## src/rtl/fetch_stage_if.sv

```systemverilog
// ---------------------------------------------------------------------------
// fetch_stage_if : instruction-memory request/response bus  | rev 1.0
// ---------------------------------------------------------------------------
`default_nettype none

interface fetch_stage_if;
  logic        imem_req;
  logic [31:0] imem_addr;
  logic        imem_ready;
  logic [31:0] imem_rdata;

  modport master (output imem_req, output imem_addr, input imem_ready, input imem_rdata);
  modport slave  (input imem_req, input imem_addr, output imem_ready, output imem_rdata);
endinterface

`default_nettype wire

```

## src/rtl/fetch_stage.sv

```systemverilog
// ---------------------------------------------------------------------------
// fetch_stage : IF stage with one-entry skid buffer and redirect drain  | rev 1.0
// ---------------------------------------------------------------------------
`default_nettype none

module fetch_stage #(
  parameter logic [31:0] RESET_PC  = 32'h0000_0000,
  parameter logic [31:0] NOP_INSTR = 32'h0000_0013
) (
  input  wire logic        clk,
  input  wire logic        rst_n,
  input  wire logic        PCWrite,
  input  wire logic        IF_ID_Write,
  input  wire logic        branch_taken,
  input  wire logic [31:0] branch_target,
  fetch_stage_if.master    imem,
  output      logic [31:0] IF_ID_pc,
  output      logic [31:0] IF_ID_instr,
  output      logic        IF_ID_valid
);

  typedef enum logic [1:0] {
    ST_REQ   = 2'd0,
    ST_HOLD  = 2'd1,
    ST_DRAIN = 2'd2
  } state_t;

  state_t      state_q, state_d;
  logic        req_q, req_d;
  logic [31:0] pc_q, pc_d;
  logic [31:0] req_addr_q, req_addr_d;
  logic [31:0] skid_pc_q, skid_pc_d;
  logic [31:0] skid_instr_q, skid_instr_d;
  logic [31:0] if_pc_q, if_pc_d;
  logic [31:0] if_instr_q, if_instr_d;
  logic        if_valid_q, if_valid_d;

  logic        adv;
  logic [31:0] tgt;
  logic [1:0]  unused_tgt_lsb;

  assign adv            = PCWrite & IF_ID_Write;
  assign tgt            = {branch_target[31:2], 2'b00};
  assign unused_tgt_lsb = branch_target[1:0];

  always_comb begin
    state_d      = state_q;
    pc_d         = pc_q;
    req_addr_d   = req_addr_q;
    skid_pc_d    = skid_pc_q;
    skid_instr_d = skid_instr_q;
    if_pc_d      = if_pc_q;
    if_instr_d   = if_instr_q;
    if_valid_d   = if_valid_q;

    case (state_q)
      ST_REQ: begin
        if (branch_taken) begin
          if_valid_d = 1'b0;
          if_instr_d = NOP_INSTR;
          pc_d       = tgt;
          // Without a response the old request must finish before re-issuing
          if (imem.imem_ready) req_addr_d = tgt;
          else                 state_d    = ST_DRAIN;
        end else if (imem.imem_ready) begin
          if (adv) begin
            if_pc_d    = req_addr_q;
            if_instr_d = imem.imem_rdata;
            if_valid_d = 1'b1;
            pc_d       = req_addr_q + 32'd4;
            req_addr_d = req_addr_q + 32'd4;
          end else begin
            skid_pc_d    = req_addr_q;
            skid_instr_d = imem.imem_rdata;
            state_d      = ST_HOLD;
          end
        end else if (IF_ID_Write) begin
          if_valid_d = 1'b0;
          if_instr_d = NOP_INSTR;
        end
      end

      ST_HOLD: begin
        if (branch_taken) begin
          if_valid_d = 1'b0;
          if_instr_d = NOP_INSTR;
          pc_d       = tgt;
          req_addr_d = tgt;
          state_d    = ST_REQ;
        end else if (adv) begin
          if_pc_d    = skid_pc_q;
          if_instr_d = skid_instr_q;
          if_valid_d = 1'b1;
          pc_d       = skid_pc_q + 32'd4;
          req_addr_d = skid_pc_q + 32'd4;
          state_d    = ST_REQ;
        end
      end

      ST_DRAIN: begin
        if (branch_taken) begin
          if_valid_d = 1'b0;
          if_instr_d = NOP_INSTR;
          pc_d       = tgt;
        end else if (imem.imem_ready) begin
          req_addr_d = pc_q;
          state_d    = ST_REQ;
        end
      end

      default: state_d = ST_REQ;
    endcase

    req_d = (state_d != ST_HOLD);
  end

  always_ff @(posedge clk or negedge rst_n) begin
    if (!rst_n) begin
      state_q      <= ST_REQ;
      req_q        <= 1'b1;
      pc_q         <= RESET_PC;
      req_addr_q   <= RESET_PC;
      skid_pc_q    <= 32'd0;
      skid_instr_q <= 32'd0;
      if_pc_q      <= 32'd0;
      if_instr_q   <= NOP_INSTR;
      if_valid_q   <= 1'b0;
    end else begin
      state_q      <= state_d;
      req_q        <= req_d;
      pc_q         <= pc_d;
      req_addr_q   <= req_addr_d;
      skid_pc_q    <= skid_pc_d;
      skid_instr_q <= skid_instr_d;
      if_pc_q      <= if_pc_d;
      if_instr_q   <= if_instr_d;
      if_valid_q   <= if_valid_d;
    end
  end

  assign imem.imem_req  = req_q;
  assign imem.imem_addr = req_addr_q;
  assign IF_ID_pc       = if_pc_q;
  assign IF_ID_instr    = if_instr_q;
  assign IF_ID_valid    = if_valid_q;

endmodule

`default_nettype wire
```

## src/flat_wrapper.sv

```systemverilog
// flat-port wrapper written by rule: the top's interface ports become plain ports
module fetch_stage_flat 
#(
  parameter logic [31:0] RESET_PC  = 32'h0000_0000,
  parameter logic [31:0] NOP_INSTR = 32'h0000_0013
)
  (clk, rst_n, PCWrite, IF_ID_Write, branch_taken, branch_target, IF_ID_pc, IF_ID_instr, IF_ID_valid, imem_imem_req, imem_imem_addr, imem_imem_ready, imem_imem_rdata);
  fetch_stage_if imem_i ();
  input  wire logic clk;
  input  wire logic rst_n;
  input  wire logic PCWrite;
  input  wire logic IF_ID_Write;
  input  wire logic branch_taken;
  input  wire logic [31:0] branch_target;
  output      logic [31:0] IF_ID_pc;
  output      logic [31:0] IF_ID_instr;
  output      logic IF_ID_valid;
  output wire logic [$bits(imem_i.imem_req)-1:0] imem_imem_req;
  output wire logic [$bits(imem_i.imem_addr)-1:0] imem_imem_addr;
  input wire logic [$bits(imem_i.imem_ready)-1:0] imem_imem_ready;
  input wire logic [$bits(imem_i.imem_rdata)-1:0] imem_imem_rdata;
  assign imem_imem_req = imem_i.imem_req;
  assign imem_imem_addr = imem_i.imem_addr;
  assign imem_i.imem_ready = imem_imem_ready;
  assign imem_i.imem_rdata = imem_imem_rdata;
  fetch_stage #(.RESET_PC(RESET_PC), .NOP_INSTR(NOP_INSTR)) u_core (.clk(clk), .rst_n(rst_n), .PCWrite(PCWrite), .IF_ID_Write(IF_ID_Write), .branch_taken(branch_taken), .branch_target(branch_target), .imem(imem_i), .IF_ID_pc(IF_ID_pc), .IF_ID_instr(IF_ID_instr), .IF_ID_valid(IF_ID_valid));
endmodule
```

## config.mk

```make
export PLATFORM = sky130hd
export DESIGN_NAME = fetch_stage_flat
export DESIGN_NICKNAME = d
export VERILOG_FILES = /design/src/rtl/fetch_stage_if.sv /design/src/rtl/fetch_stage.sv /design/src/flat_wrapper.sv
export SDC_FILE = /design/constraint.sdc
export NUM_CORES = 1
export LEC_CHECK = 0
export ABC_AREA = 1
export CAP_MARGIN = 20
export CORE_MARGIN = 5
export CORE_UTILIZATION = 35
export DETAILED_ROUTE_END_ITERATION = 12
export MAX_ROUTING_LAYER = met4
export PLACE_DENSITY = 0.69
export SYNTH_ARGS = -nofsm -noshare
export SYNTH_HDL_FRONTEND = slang
export SYNTH_SLANG_ARGS = --single-unit
```

## constraint.sdc

```tcl
create_clock -name clk -period 1.9 [get_ports clk]
set_clock_uncertainty 0.05 [all_clocks]
set_input_delay 0.19 -clock clk [delete_from_list [all_inputs] [get_ports clk]]
set_output_delay 0.19 -clock clk [all_outputs]
set_load 0.1 [all_outputs]
```

# == Word-level counts from Yosys, hierarchy flattened ==
# Index checks and enable logic that the tools add are counted.
# word_totals
ff_bits,196
output_inout_bits,98
word_cells,81
# classes
n_eq_ne,16
n_reduce_logical,9
addsub,2
bitwise_logic,3
mux,42
# op_table
cell,n
32-bit two-way mux,22
32-bit case mux with 3 select lines,3
32-bit by 3-bit adder with 32-bit output (second input constant),2
32-bit case mux with 2 select lines,1
2-bit two-way mux,8
2-bit != test (second input constant),6
6-bit AND reduction,2
5-bit AND reduction,2
1-bit two-way mux,6
2-bit by 1-bit != test with 1-bit output (second input constant),3
3-bit by 2-bit != test with 1-bit output (second input constant),2
2-bit case mux with 3 select lines,1
4-bit by 3-bit != test with 1-bit output (second input constant),1
4-bit != test (second input constant),1
4-bit AND reduction,1
3-bit != test (second input constant),1
1-bit case mux with 3 select lines,1
3-bit AND reduction,1
3-bit nonzero test,1
2-bit by 1-bit == test with 1-bit output (second input constant),1
2-bit == test (second input constant),1
2-bit zero test,1
1-bit inverter,2
2-bit nonzero test,1
1-bit bitwise AND,1

# == Logic depth before layout (Yosys ltp) ==
# depth
depth_word,6
depth_mapped,14
depth_no_buf,14

# == Worst setup path before layout ==
# OpenSTA, ideal clock, no wires.
# synth_path
kind,reg-to-reg
startpoint,reg u_core.req_addr_q[3] (netlist: u_core.imem.imem_addr[3])
endpoint,reg u_core.req_addr_q[16] (netlist: u_core.imem.imem_addr[16])
arrival_time_ps,2256
n_path_buf,0
t_required_ps,1737
setup_ps,113
period_less_slack_ps,2419
stages_incl_launch_ff,12
setup_slack_ps,-519
cell_sequence,dfrtp_1 -> ha_1 -> nand3_1 -> nor2_1 -> nand3_1 -> xor2_1 -> nand2_1 -> nand2_1 -> nand2_1 -> nand3_1 -> nand2_1 -> inv_1
# synth_via
elab_chain_len,5
# synth_rtl
element,line_no,rtl
"start, declared",fetch_stage.sv:31,"logic [31:0] req_addr_q, req_addr_d;"
"start signal, assigned",fetch_stage.sv:132,req_addr_q <= req_addr_d;
32-bit by 3-bit adder with 32-bit output,fetch_stage.sv:71,req_addr_d = req_addr_q + 32'd4;
32-bit two-way mux,fetch_stage.sv:66,if (adv) begin
32-bit two-way mux,fetch_stage.sv:65,end else if (imem.imem_ready) begin
32-bit two-way mux,fetch_stage.sv:58,if (branch_taken) begin
32-bit case mux with 3 select lines,fetch_stage.sv:56,case (state_q)
# No other way between the ends. The select of a mux whose other input is x is not followed.
# A chain may end at the register's enable or synchronous reset.

# == Worst setup path in the final report ==
# layout_path
startpoint,reg u_core.state_q[0]
endpoint,reg u_core.if_pc_q[23] (netlist: u_core.IF_ID_pc[23])
# layout_via
elab_chain_len,3
# layout_rtl
element,line_no,rtl
"start, declared",fetch_stage.sv:28,"state_t state_q, state_d;"
"start signal, assigned",fetch_stage.sv:129,state_q <= state_d;
2-bit by 1-bit == test with 1-bit output / 2-bit zero test (equally long branches),fetch_stage.sv:56,
"2-bit by 1-bit != test with 1-bit output (no line), or another cell as far along",-,
6-bit AND reduction (no line),-,
"end signal, assigned",fetch_stage.sv:135,if_pc_q <= if_pc_d;
"end, declared",fetch_stage.sv:34,"logic [31:0] if_pc_q, if_pc_d;"
# Several ways; a longest one is shown, not always the timed one.

==> results.txt <==
minimum clock period = 1.96 ns
core area = 31700 sq um
detailed placement HPWL = 30.6 mm
full die area = 35900 sq um
Reg clk slew, reported paths = 0.08 ns
commonest cells after routing, fill and taps aside = nand2_1 (532), buf_4 (224), nor2_1 (187)
Max-Slew Margin vs Limit = 67.0%
Ys Warns = 0
final worst path period share = 103%
Leakage = 7.57 nW
vias in the first global route = 11900
r2r worst-path depth = 11
mapped cell area = 11300 sq um
drt via density = 5.33
clk sink count = 196
leading cell type in the layout, fill and taps excluded = nand2_1
r2r setup slk = -0.06 ns
Post-Layout Cell Count = 2354
Area Overhead vs Synth = 44.2%
WL per Instance = 18.6 microns
Mean Syn Cell Area = 6.84 sq um
largest net degree at the start of global routing = 52
clock root buffer = clkbuf_16
flop and latch count out of synthesis = 196
Global Route Usage Sum = 23.7%
maximum VDD drop = 1060 uV
post-route ant nets = 0
Initial DRT Pass Iterations = 6
status = finished with violations
CTS tree = built
Worst R2R Start = u_core.state_q[0]$_DFF_PN0_
count of different cell masters after synthesis = 39
Clock Path Buffers = 2
Num CTS Buffers = 17
worst hold-check path type = in2async
routed wire length = 43.9 mm
max frequency = 511 MHz
Reg-to-Reg End = u_core.IF_ID_pc[23]$_DFFE_PN0P_
post-layout util = 51.3%
Setup CP Type = reg2reg
max-slew violations = 0
placed instance count = 2287
Slew @ Worst Pin = 0.495 ns
antenna violations before repair = 1
Max Cap Viol = 0
RSZ-0062 raised after global routing = yes
Worst Path Required = 2.23 ns
Post-Synthesis Cells = 1649
violated checks = negative setup slack
via count = 12500
Initial Utilization = 35.6%
Crit path arrival time = 2.28 ns
pre-CTS WS = -0.272 ns
first-pass GRT wire length = 65.5 mm
clock latency on the worst-skew pair = 0.46 ns
Placer Congestion = 0.945
I/O pin count = 168
PwrDens = 2070 nW/um^2
GRT overflow = 0
DRC = 0
Die Wd = 190 microns
Startpoint Class = flip-flop
DRT iter0 DRCs = 1299
DIE HEIGHT = 190 microns
setup violators final = 22
FP Rows = 65
register area share after synthesis = 43.5%
layout cell share with drive strength beyond 1 = 26.1%
post-route setup slack = -0.0560 ns
buffers added on ports = 165
crit end category = flip-flop
crit-path max FO = 6
H-tree levels = 4
Final Hold Viols = 0
Nets = 2014
post-synth net total = 1725
synthesized netlist by cell type:
library cell	instances	share of area (%)
o211ai_1	1	0.067
nor3_1	4	0.18
nor2_2	4	0.22
nor2_4	1	0.10
ha_1	6	0.67
buf_2	22	0.98
or2_2	13	0.72
a22oi_1	1	0.067
dfstp_2	4	0.93
dfrtp_1	192	43
nand4_1	4	0.22
a21boi_0	1	0.067
a221oi_1	2	0.16
a21oi_1	87	3.9
inv_1	119	4.0
xnor2_1	1	0.078
a2111oi_4	1	0.24
nand2_2	1	0.055
clkbuf_1	49	1.6
a32oi_1	2	0.16
buf_4	2	0.13
and2_1	1	0.055
o22ai_1	5	0.28
clkbuf_2	3	0.13
o21ai_0	79	3.5
buf_1	7	0.23
nand2_1	562	19
a32o_1	1	0.089
a31oi_1	64	3.5
xor2_1	6	0.47
nor2_1	219	7.3
inv_2	4	0.13
clkinv_1	1	0.033
nand3_1	165	7.3
o2111ai_1	2	0.16
nand3b_1	7	0.47
o21ai_1	1	0.044
nand3_2	1	0.089
buf_6	4	0.40
flip-flops by register name, indices dropped and copies added (netlist names):
signal,count
u_core.imem.imem_req,1
u_core.state_q,2
u_core.pc_q,32
u_core.skid_pc_q,32
u_core.imem.imem_addr,32
u_core.IF_ID_pc,32
u_core.IF_ID_valid,1
u_core.skid_instr_q,32
u_core.IF_ID_instr,32
final cells by class:
| class | count | area (sq um) |
|---|---|---|
| clock inverters | 15 | 146 |
| clock buffers | 17 | 425 |
| fillers | 2992 | 15400 |
| repair buffers | 357 | 3570 |
| multi-input cells | 1242 | 6170 |
| flip-flops and latches | 196 | 4970 |
| inverters | 124 | 479 |
| diodes | 1 | 2.50 |
| well taps | 402 | 503 |
metal layers:
| metal | track usage, % | share of wire (%) | up-vias | routed length [microns] |
|---|---|---|---|---|
| met3 | 3.89 | 7.5 | 63 | 3280 |
| met4 | 7.18 | 2.7 | 0 | 1160 |
| met1 | 32.1 | 44 | 6029 | 19100 |
| li1 | - | - | 5919 | - |
| met5 | - | 0 | - | 0 |
| met2 | 36.9 | 46 | 535 | 20300 |
worst max-delay path, stage by stage (launching register included):
cell and delay, ns:
dfrtp_2 0.42, inv_2 0.07, ha_4 0.18, inv_6 0.08, nor2_4 0.05, buf_6 0.12, a2111oi_4 0.20, buf_6 0.20
buf_12 0.16, clkbuf_16 0.17, nor2_4 0.03, a31oi_1 0.14
through the flow:
stage                     power, mW  hold WS (ns)  cell area [sq um]  setup TNS (ns)
after detailed placement       28.0         0.153              14500          -23.79
after CTS                      32.2         0.237              15400           -3.86
after floorplan                21.2        -0.156              11400       -0.000787
after global routing           35.5         0.252              16300           -8.25
after global placement         27.8         0.148              14500          -12.63
final                          33.7         0.224              16300          -0.662
where the power goes:
part	total [mW]	internal (mW)	switching [mW]
registers	8.20	6.32	1.88
clock network	3.62	1.75	1.88
logic	21.9	6.85	15.0
kinds of logic (layout without fill, tap and decap cells):
group	after synthesis	in the layout	synth area share, %
other	0	1	0
flip-flops	196	196	43.5
AO/OA/AOI/OAI	247	247	12.2
AND/OR/NAND/NOR	982	982	35.4
buffers and inverters	211	513	7.63
adder cells (fa/ha/maj)	6	6	0.665
XOR/XNOR	7	7	0.543
what timing repair did:
action,CTS,global route
pin swaps,6,18
resized for setup,46,152
hold endpoints to repair,42,0
endpoints found under the setup margin,115,130
hold buffers,1,0
cloned,5,8
buffers inserted,6,16
how the worst max path moves through the flow:
stage                     slack (ns)                              endpoint                   startpoint
after floorplan              -0.0004  u_core.imem.imem_addr[2]$_DFFE_PN0P_  u_core.state_q[0]$_DFF_PN0_
after global placement         -0.18    u_core.IF_ID_instr[24]$_DFFE_PN0P_                 branch_taken
after detailed placement       -0.27    u_core.IF_ID_instr[20]$_DFFE_PN0P_                 branch_taken
after CTS                      -0.09       u_core.IF_ID_pc[26]$_DFFE_PN0P_  u_core.state_q[0]$_DFF_PN0_
after global routing           -0.15           u_core.pc_q[27]$_DFFE_PN0P_  u_core.state_q[1]$_DFF_PN0_
final                          -0.06       u_core.IF_ID_pc[23]$_DFFE_PN0P_  u_core.state_q[0]$_DFF_PN0_
No activity file was read; power rests on OpenSTA's default activity.
